## src/rtl/game_ctrl_pkg.sv

```systemverilog
// Shared game-controller types and default screen/timing constants.
// Render and enemy blocks import this too, so the defaults live here.
package game_ctrl_pkg;

   typedef enum logic [1:0] {
      IDLE = 2'd0,
      PLAY = 2'd1,
      DEAD = 2'd2,
      OVER = 2'd3
   } game_state_t;

   localparam int H_VIS_DEF    = 640;
   localparam int V_VIS_DEF    = 480;
   localparam int H_TOTAL_DEF  = 800;
   localparam int V_TOTAL_DEF  = 525;
   localparam int LIVES_DEF    = 3;
   localparam int SCORE_MS_DEF = 1000;
   localparam int DEAD_MS_DEF  = 1000;

   localparam logic [3:0] SCORE_MAX = 4'd15;

   // Score increment that sticks at the top of the 4-bit display range.
   function automatic logic [3:0] score_sat_inc(input logic [3:0] v);
      return (v == SCORE_MAX) ? v : v + 4'd1;
   endfunction

endpackage

```

## src/rtl/game_ctrl_if.sv

```systemverilog
// Signal bundle between the game controller and the rest of the VGA game.
// master = controller side, slave = surrounding logic (or a bench).
interface game_ctrl_if;
   logic        clk_1ms;
   logic        button;
   logic        button1;
   logic [15:0] x;
   logic [15:0] y;
   logic        player_on;
   logic        enemy_on;
   logic [1:0]  game_state;
   logic [3:0]  p1_score;
   logic [2:0]  lives;
   logic        player_dead;
   logic        enemy_respawn;
   logic        led;

   modport master (
      input  clk_1ms, button, button1, x, y, player_on, enemy_on,
      output game_state, p1_score, lives, player_dead, enemy_respawn, led
   );

   modport slave (
      output clk_1ms, button, button1, x, y, player_on, enemy_on,
      input  game_state, p1_score, lives, player_dead, enemy_respawn, led
   );
endinterface

```

## src/rtl/game_ctrl_btn_sync.sv

```systemverilog
// Raw push-button to one-clk press pulse: 2-flop synchronizer, then
// rising-edge detect on the synchronized level.
module btn_sync (
   input  logic clk,
   input  logic reset,
   input  logic btn_i,
   output logic press_o
);
   logic meta_q;
   logic sync_q;
   logic prev_q;

   // Synchronizer chain plus one history flop for the edge detector.
   always_ff @(posedge clk or posedge reset) begin
      if (reset) begin
         meta_q <= 1'b0;
         sync_q <= 1'b0;
         prev_q <= 1'b0;
      end else begin
         meta_q <= btn_i;
         sync_q <= meta_q;
         prev_q <= sync_q;
      end
   end

   assign press_o = sync_q & ~prev_q;
endmodule

```

## src/rtl/game_ctrl.sv

```systemverilog
// Game controller: IDLE/PLAY/DEAD/OVER flow, survival score, lives and
// collision detection on visible pixels, evaluated once per frame.
module game_ctrl
   import game_ctrl_pkg::*;
#(
   parameter int H_VIS    = H_VIS_DEF,
   parameter int V_VIS    = V_VIS_DEF,
   parameter int LIVES    = LIVES_DEF,
   parameter int SCORE_MS = SCORE_MS_DEF,
   parameter int DEAD_MS  = DEAD_MS_DEF
) (
   input  logic clk,
   input  logic reset,
   game_ctrl_if.master bus
);
   localparam int             CNT_W      = 16;
   localparam logic [CNT_W-1:0] SCORE_LAST = CNT_W'(SCORE_MS - 1);
   localparam logic [CNT_W-1:0] DEAD_LAST  = CNT_W'(DEAD_MS - 1);
   localparam logic [2:0]     LIVES_INIT = 3'(LIVES);

   // ---------------- button presses ----------------
   logic [1:0] btn_raw;
   logic [1:0] btn_press;
   logic       btn_any;

   assign btn_raw = {bus.button1, bus.button};

   genvar gi;
   generate
      for (gi = 0; gi < 2; gi++) begin : g_btn
         btn_sync u_btn_sync (
            .clk     (clk),
            .reset   (reset),
            .btn_i   (btn_raw[gi]),
            .press_o (btn_press[gi])
         );
      end
   endgenerate

   assign btn_any = |btn_press;

   // ---------------- ms tick and frame_end ----------------
   // Both event sources get the same register-then-edge treatment so
   // a tick and a frame_end driven in the same clk land together.
   logic ms_r_q, ms_prev_q;
   logic yv_q, yv_prev_q;
   logic ms_tick;
   logic frame_end;

   // Register the 1 kHz level and the end-of-visible-frame condition.
   always_ff @(posedge clk or posedge reset) begin
      if (reset) begin
         ms_r_q    <= 1'b0;
         ms_prev_q <= 1'b0;
         yv_q      <= 1'b0;
         yv_prev_q <= 1'b0;
      end else begin
         ms_r_q    <= bus.clk_1ms;
         ms_prev_q <= ms_r_q;
         yv_q      <= (bus.y == 16'(V_VIS));
         yv_prev_q <= yv_q;
      end
   end

   assign ms_tick   = ms_r_q & ~ms_prev_q;
   assign frame_end = yv_q & ~yv_prev_q;

   // Sprite overlap only counts inside the visible window.
   logic overlap_vis;
   assign overlap_vis = bus.player_on && bus.enemy_on &&
                        (bus.x < 16'(H_VIS)) && (bus.y < 16'(V_VIS));

   // ---------------- game FSM ----------------
   game_state_t      state_q, state_d;
   logic [3:0]       score_q, score_d;
   logic [2:0]       lives_q, lives_d;
   logic [CNT_W-1:0] cnt_q, cnt_d;
   logic             hit_q, hit_d;
   logic             respawn_q, respawn_d;
   logic             dead_q, led_q;

   // State and game registers; status flags decode the next state so
   // they line up with game_state.
   always_ff @(posedge clk or posedge reset) begin
      if (reset) begin
         state_q   <= IDLE;
         score_q   <= '0;
         lives_q   <= LIVES_INIT;
         cnt_q     <= '0;
         hit_q     <= 1'b0;
         respawn_q <= 1'b0;
         dead_q    <= 1'b0;
         led_q     <= 1'b0;
      end else begin
         state_q   <= state_d;
         score_q   <= score_d;
         lives_q   <= lives_d;
         cnt_q     <= cnt_d;
         hit_q     <= hit_d;
         respawn_q <= respawn_d;
         dead_q    <= (state_d == DEAD);
         led_q     <= (state_d == OVER);
      end
   end

   // Next-state logic; a hit frame_end takes priority over a score wrap
   // in the same clk, dropping that increment.
   always_comb begin
      state_d   = state_q;
      score_d   = score_q;
      lives_d   = lives_q;
      cnt_d     = cnt_q;
      respawn_d = 1'b0;
      hit_d     = hit_q;

      if (frame_end)
         hit_d = 1'b0;
      else if ((state_q == PLAY) && overlap_vis)
         hit_d = 1'b1;

      case (state_q)
         IDLE: begin
            score_d = '0;
            lives_d = LIVES_INIT;
            cnt_d   = '0;
            if (btn_any) begin
               state_d   = PLAY;
               respawn_d = 1'b1;
            end
         end
         PLAY: begin
            if (frame_end && hit_q) begin
               cnt_d = '0;
               if (lives_q > 3'd1) begin
                  lives_d = lives_q - 3'd1;
                  state_d = DEAD;
               end else begin
                  lives_d = '0;
                  state_d = OVER;
               end
            end else if (ms_tick) begin
               if (cnt_q == SCORE_LAST) begin
                  cnt_d   = '0;
                  score_d = score_sat_inc(score_q);
               end else begin
                  cnt_d = cnt_q + CNT_W'(1);
               end
            end
         end
         DEAD: begin
            if (ms_tick) begin
               if (cnt_q == DEAD_LAST) begin
                  cnt_d     = '0;
                  state_d   = PLAY;
                  respawn_d = 1'b1;
               end else begin
                  cnt_d = cnt_q + CNT_W'(1);
               end
            end
         end
         OVER: begin
            if (btn_any) begin
               state_d = IDLE;
               score_d = '0;
               lives_d = LIVES_INIT;
               cnt_d   = '0;
            end
         end
         default: state_d = IDLE;
      endcase

      if (state_d != state_q)
         hit_d = 1'b0;
   end

   assign bus.game_state    = state_q;
   assign bus.p1_score      = score_q;
   assign bus.lives         = lives_q;
   assign bus.player_dead   = dead_q;
   assign bus.enemy_respawn = respawn_q;
   assign bus.led           = led_q;
endmodule
```

## src/flat_wrapper.sv

```systemverilog
// flat-port wrapper written by rule: the top's interface ports become plain ports
module game_ctrl_flat import game_ctrl_pkg::*;
#(
   parameter int H_VIS    = H_VIS_DEF,
   parameter int V_VIS    = V_VIS_DEF,
   parameter int LIVES    = LIVES_DEF,
   parameter int SCORE_MS = SCORE_MS_DEF,
   parameter int DEAD_MS  = DEAD_MS_DEF
)
  (clk, reset, bus_clk_1ms, bus_button, bus_button1, bus_x, bus_y, bus_player_on, bus_enemy_on, bus_game_state, bus_p1_score, bus_lives, bus_player_dead, bus_enemy_respawn, bus_led);
  game_ctrl_if bus_i ();
  input  logic clk;
  input  logic reset;
  input wire logic [$bits(bus_i.clk_1ms)-1:0] bus_clk_1ms;
  input wire logic [$bits(bus_i.button)-1:0] bus_button;
  input wire logic [$bits(bus_i.button1)-1:0] bus_button1;
  input wire logic [$bits(bus_i.x)-1:0] bus_x;
  input wire logic [$bits(bus_i.y)-1:0] bus_y;
  input wire logic [$bits(bus_i.player_on)-1:0] bus_player_on;
  input wire logic [$bits(bus_i.enemy_on)-1:0] bus_enemy_on;
  output wire logic [$bits(bus_i.game_state)-1:0] bus_game_state;
  output wire logic [$bits(bus_i.p1_score)-1:0] bus_p1_score;
  output wire logic [$bits(bus_i.lives)-1:0] bus_lives;
  output wire logic [$bits(bus_i.player_dead)-1:0] bus_player_dead;
  output wire logic [$bits(bus_i.enemy_respawn)-1:0] bus_enemy_respawn;
  output wire logic [$bits(bus_i.led)-1:0] bus_led;
  assign bus_i.clk_1ms = bus_clk_1ms;
  assign bus_i.button = bus_button;
  assign bus_i.button1 = bus_button1;
  assign bus_i.x = bus_x;
  assign bus_i.y = bus_y;
  assign bus_i.player_on = bus_player_on;
  assign bus_i.enemy_on = bus_enemy_on;
  assign bus_game_state = bus_i.game_state;
  assign bus_p1_score = bus_i.p1_score;
  assign bus_lives = bus_i.lives;
  assign bus_player_dead = bus_i.player_dead;
  assign bus_enemy_respawn = bus_i.enemy_respawn;
  assign bus_led = bus_i.led;
  game_ctrl #(.H_VIS(H_VIS), .V_VIS(V_VIS), .LIVES(LIVES), .SCORE_MS(SCORE_MS), .DEAD_MS(DEAD_MS)) u_core (.clk(clk), .reset(reset), .bus(bus_i));
endmodule
```

## config.mk

```make
export PLATFORM = sky130hd
export DESIGN_NAME = game_ctrl_flat
export DESIGN_NICKNAME = d
export VERILOG_FILES = /design/src/rtl/game_ctrl_pkg.sv /design/src/rtl/game_ctrl_if.sv /design/src/rtl/game_ctrl_btn_sync.sv /design/src/rtl/game_ctrl.sv /design/src/flat_wrapper.sv
export SDC_FILE = /design/constraint.sdc
export NUM_CORES = 1
export LEC_CHECK = 0
export BUFFER_PORTS_ARGS = -buffer_cell sky130_fd_sc_hd__buf_2
export CORE_ASPECT_RATIO = 1.75
export CORE_MARGIN = 4
export CORE_UTILIZATION = 45
export CTS_CLUSTER_DIAMETER = 60
export DETAILED_ROUTE_END_ITERATION = 8
export PLACE_DENSITY = 0.7
export SYNTH_ARGS = -nofsm -noshare
export SYNTH_HDL_FRONTEND = slang
export SYNTH_SLANG_ARGS = --single-unit
```

## constraint.sdc

```tcl
create_clock -name clk -period 4.9 [get_ports clk]
set_input_delay 0.245 -clock clk [delete_from_list [all_inputs] [get_ports clk]]
set_output_delay 0.245 -clock clk [all_outputs]
set_load 0.05 [all_outputs]
```

## After elaboration in Yosys (flattened, before gate mapping)

Cells that the tools add are included.

- Add/subtract/negate cells: 3
- Magnitude comparators: 3
- Reductions and logical operators: 11
- Bitwise operators: 8
- Equality and inequality tests: 15
- Multiplexer cells: 29

Operators with widths:

| operator | number |
|---|---|
| $mux 16 | 4 |
| $pmux 16 s4 | 1 |
| $mux 4 | 5 |
| $add 16x1->16 const B | 1 |
| $eq 16x10->1 const B | 1 |
| $eq 16x9->1 const B | 1 |
| $lt 16x10->1 const B | 1 |
| $lt 16x9->1 const B | 1 |
| $pmux 4 s3 | 1 |
| $mux 2 | 5 |
| $mux 3 | 3 |
| $pmux 3 s3 | 1 |
| $eq 2x2->1 const B | 4 |
| $ne 2x2->1 const B | 4 |
| $pmux 2 s4 | 1 |
| $mux 1 | 7 |
| $reduce_and 6->1 | 1 |
| $reduce_bool 3->1 | 2 |
| $logic_and 1x1->1 | 5 |
| $add 4x1->4 const B | 1 |
| $and 1x1->1 | 4 |
| $eq 4x4->1 const B | 1 |
| $ne 2x1->1 const B | 2 |
| $not 1->1 | 4 |
| 8 further kinds | 8 |

- Register bits after elaboration: 39
- Input port bits: 39
- Output and inout bits: 12
- Word-level logic and storage cells: 87

## Depth between registers and ports, before layout

- Depth after elaboration: 7
- Depth in mapped cells: 7
- Mapped depth without buffers: 7

## Modules after synthesis

Synthesis repeated with hierarchy kept, for this count alone.

- Cell total of the unflattened synthesis: 215
- Area total of the unflattened synthesis: 2134.5 sq um

By module, submodules not included:

| module | area an instance (sq um) | cells an instance | instances |
|---|---|---|---|
| game_ctrl | 1949.4 | 205 | 1 |
| btn_sync | 92.6 | 5 | 2 |

## Worst setup path before layout

Ideal clock, no wire load.

- Kind: reg2reg
- From: register u_core.state_q[0] (netlist: u_core.bus.game_state[0])
- To: register u_core.lives_q[2] (netlist: u_core.bus.lives[2])
- Data required time: 4.799 ns
- Data arrival time: 2.262 ns
- Stages on the path, launching flop included: 8
- Path slack: 2.538 ns
- Clock period less this slack: 2.362 ns
- Path buffers: 0
- Library setup time: 0.101 ns
- Path through: dfrtp_1 > inv_1 > ha_1 > or2_2 > a32oi_2 > nand2_1 > mux2_2 > o32ai_1

- Cells in the longest elaborated chain, start to end: 3

RTL lines:

| item | RTL line | text |
|---|---|---|
| start: declaration | game_ctrl.sv:74 | `game_state_t state_q, state_d;` |
| start signal: assignment | game_ctrl.sv:95 | `state_q <= state_d;` |
| $eq 2x1->1, or another cell as far along | game_ctrl.sv:121 | `case (state_q)` |
| $ne 2x2->1 (no source line), or another cell as far along | -- |  |
| $reduce_and 3->1 (no source line) | -- |  |
| end signal: assignment | game_ctrl.sv:97 | `lives_q <= lives_d;` |
| end: declaration | game_ctrl.sv:76 | `logic [2:0] lives_q, lives_d;` |

Parallel ways exist; a longest one is shown, timed or not.
A chain may end at the register's enable or synchronous reset.

## Final worst setup path

- From: register u_core.state_q[1] (netlist: u_core.bus.game_state[1])
- To: register u_core.lives_q[2] (netlist: u_core.bus.lives[2])

Same word-level chain as after synthesis.

==> results.ini <==
[status]
status = complete, no violations

[timing]
slew_violations = 0
slew_headroom_pct = 41.2
worst_pin_slew_ns = 0.873
tns_ns = 0
fin_crit_sh_pct = 45.2
skew_ns = 0.00592
rsz0062_at_grt = no
max_freq_mhz = 452
finalHoldViolations = 0
setup_viol = 0
post-route-min-period_ns = 2.21
setup_slack_ns = 2.69

[cts]
post_cts.repair.setup_buffers = 0
clock-sinks = 39
cts_tree = built
cts_hold_buf = 0
clk_path_buf_depth = 2
cts_resized = 0
numCtsBuffers = 5
htree_levels = 2
clk_pin_slew_worst_paths_ns = 0.07
insertion_delay_ns = 0.29
root_buffer = clkbuf_8

[global_route]
grt_usage_pct = 15.9
grt_overflow = 0
grt_pass1_vias = 1727
grt_max_degree = 40
antenna_found_initial = 0
grt_pass1_wl_um = 7340

[placed_design]
post-place-ws_ns = 2.72
gp_congestion = 0.805
placedCellCount = 294
portBuffers = 43
hpwlAfterDp_um = 3380

[synth]
synth_top_cell_by_area = dfrtp_1
synth_fp_nets = 250
syn_area_per_cell_um2 = 10.4
synthTopCellsByArea = dfrtp_1, ha_1, nor2_1
netlist-cell-type-count = 55
ys_ff_latch = 39
synth_top_flop_cell = dfrtp_1
yosysWarnings = 0
synth_edf_count = 0
ys_seq_area_share_pct = 46.6
syn_inst = 202
synth_top_area_share_pct = 44.1
synth-async-reset-ratio_pct = 100
syn_area_um2 = 2100

[pwr]
vdd_drop_max_mv = 0.224
power.leakage_uw = 0.00113
powerDensity_nw_per_um2 = 346

[worst_setup_path]
cp_cell_sequence = inv_1 -> ha_1 -> nand4b_1 -> a32oi_2 -> nand2_1 -> mux2_2 -> o32ai_1
r2r_start = u_core.bus.game_state[1]
r2r_setup_slack_ns = 2.69
crit_start = u_core.bus.game_state[1]
path_class = reg2reg
cp_num_cells = 7
worstSetupStartpointType = flip-flop
r2r_end = u_core.bus.lives[2]
required_ns = 5.08
cpMaxStageDelayCell = dfrtp_1
crit_family = compound AO/OA/AOI/OAI gates
path_buf_inv = 1
max_stage_delay_ns = 0.45
reg2reg_depth = 7
endpoint = u_core.bus.lives[2]
worst_ep_arrival_time_ns = 2.40
cp_max_fo = 7
cp-end-kind = flip-flop

[final_layout]
layout-drive-gt1-share_pct = 28.7
num-fill-cells = 421
area_growth_pct = 19.1
insertedDiodeCount = 0
stdcell_count = 302
fin_nets = 298

[floorplanning]
row_count = 32
die_area_um2 = 5870
initial_core_util_pct = 47.3
die_w_um = 59.7
die_height_um = 98.4
core_area_um2 = 4440
ios = 51

[detailed_routing]
drtAntennaViolNets = 0
drt_iter0_markers = 35
drc = 0
wl_per_cell_um = 14.4
dr.pass1.iters = 4
totalWireLength_um = 4340
via_per_inst = 5.49
vias = 1658

[flow_run]
cap_violations = 0

[hold_path]
hold_class = in2async

-- metrics by stage --
step / utilization, % / total power [µW] / cell area, µm² / hold WS [ns]
2_1_floorplan: - / 511 / 2100 / 0.276
3_3_place_gp: 53.3 / 560 / 2370 / 0.334
3_5_place_dp: 53.3 / 563 / 2370 / 0.337
4_1_cts: 56.3 / 878 / 2500 / 0.0522
5_1_grt: 56.3 / 914 / 2500 / 0.0482
6_report: 56.3 / 864 / 2500 / 0.0576
-- cell usage after synthesis (4+ instances only) --
cell type,count
o21ai_0,4
nor2_1,22
nand3_1,14
nand2_1,13
nand3b_1,4
xnor2_1,6
nand4_1,6
nor4_1,5
ha_1,9
dfrtp_1,37
inv_1,15
xor2_1,9
-- per-layer routing --
layer	track usage, %	share of wire (%)
met5	0	0
met4	5.97	1.5
met3	3.31	3.2
met2	29.9	59
met1	16.2	36
-- cell usage in the layout, fill, tap and decap left out, types with 2 or more instances in the layout --
cell       instances
nand4_1            6
inv_1             15
o21bai_1           2
or4_1              2
a21oi_1            2
nand2_1           13
xnor2_1            6
dfrtp_1           37
ha_1               9
o32ai_1            2
dfstp_2            2
nand2b_1           2
nor2_1            22
o21ai_0            4
nor4_1             5
xor2_1             9
clkbuf_8           5
a31o_2             2
bufinv_16          2
o31ai_1            2
mux2i_1            2
nand3_1           14
nor3_1             3
o32a_1             2
nand4b_1           2
buf_2             43
and2_2             2
nand3b_1           4
-- cells by family (layout without fill, tap and decap cells) --
kind of cell             Yosys count  after routing  share of synthesized area, %
AO/OA/AOI/OAI                     28             28                          11.5
flip-flops                        39             39                          46.6
adder cells (fa/ha/maj)            9              9                          5.36
AND/OR/NAND/NOR                   90             90                          25.3
multiplexers                       3              3                          1.49
buffers and inverters             18             67                          3.57
XOR/XNOR                          15             15                          6.25
-- flip-flops by register name (all words and copies together), names as in the netlist --
name	flops
u_core.bus.lives	3
u_core.bus.player_dead	1
u_core.cnt_q	16
u_core.bus.p1_score	4
u_core.bus.game_state	2
u_core.bus.enemy_respawn	1
u_core.hit_q	1
u_core.yv_q	1
u_core.g_btn.u_btn_sync.prev_q	2
u_core.ms_r_q	1
u_core.ms_prev_q	1
u_core.bus.led	1
u_core.g_btn.u_btn_sync.sync_q	2
u_core.g_btn.u_btn_sync.meta_q	2
u_core.yv_prev_q	1
-- final cells by class --
cell class	count	area, µm²	share of cell area, %
multi-input cells	145	1050	41.9
repair buffers	44	223	8.90
well taps	51	63.8	2.55
clock buffers	6	72.6	2.90
inverters	15	56.3	2.25
clock inverters	2	60.1	2.40
flip-flops and latches	39	978	39.1
-- power by group --
part           total (µW)  internal (µW)  switching (µW)
logic                 207           70.2             137
registers             346            334            11.9
clock network         311            204             108
total                 864            608             257
-- worst reg2reg max path: stages, from the launching register on --
cell and delay, ns:
dfrtp_1 0.45, inv_1 0.17, ha_1 0.33, nand4b_1 0.29, a32oi_2 0.32, nand2_1 0.08
mux2_2 0.27, o32ai_1 0.21
-- worst min-delay path by stage --
stage	to	cells after the start
global route	u_core.g_btn[1].u_btn_sync.meta_q	1
CTS	u_core.g_btn[0].u_btn_sync.meta_q	1
global placement	u_core.g_btn[1].u_btn_sync.sync_q	0
finish	u_core.g_btn[1].u_btn_sync.sync_q	3
floorplan	u_core.g_btn[0].u_btn_sync.meta_q	0
detailed placement	u_core.g_btn[0].u_btn_sync.sync_q	0
(Power assumes the default switching activity.)
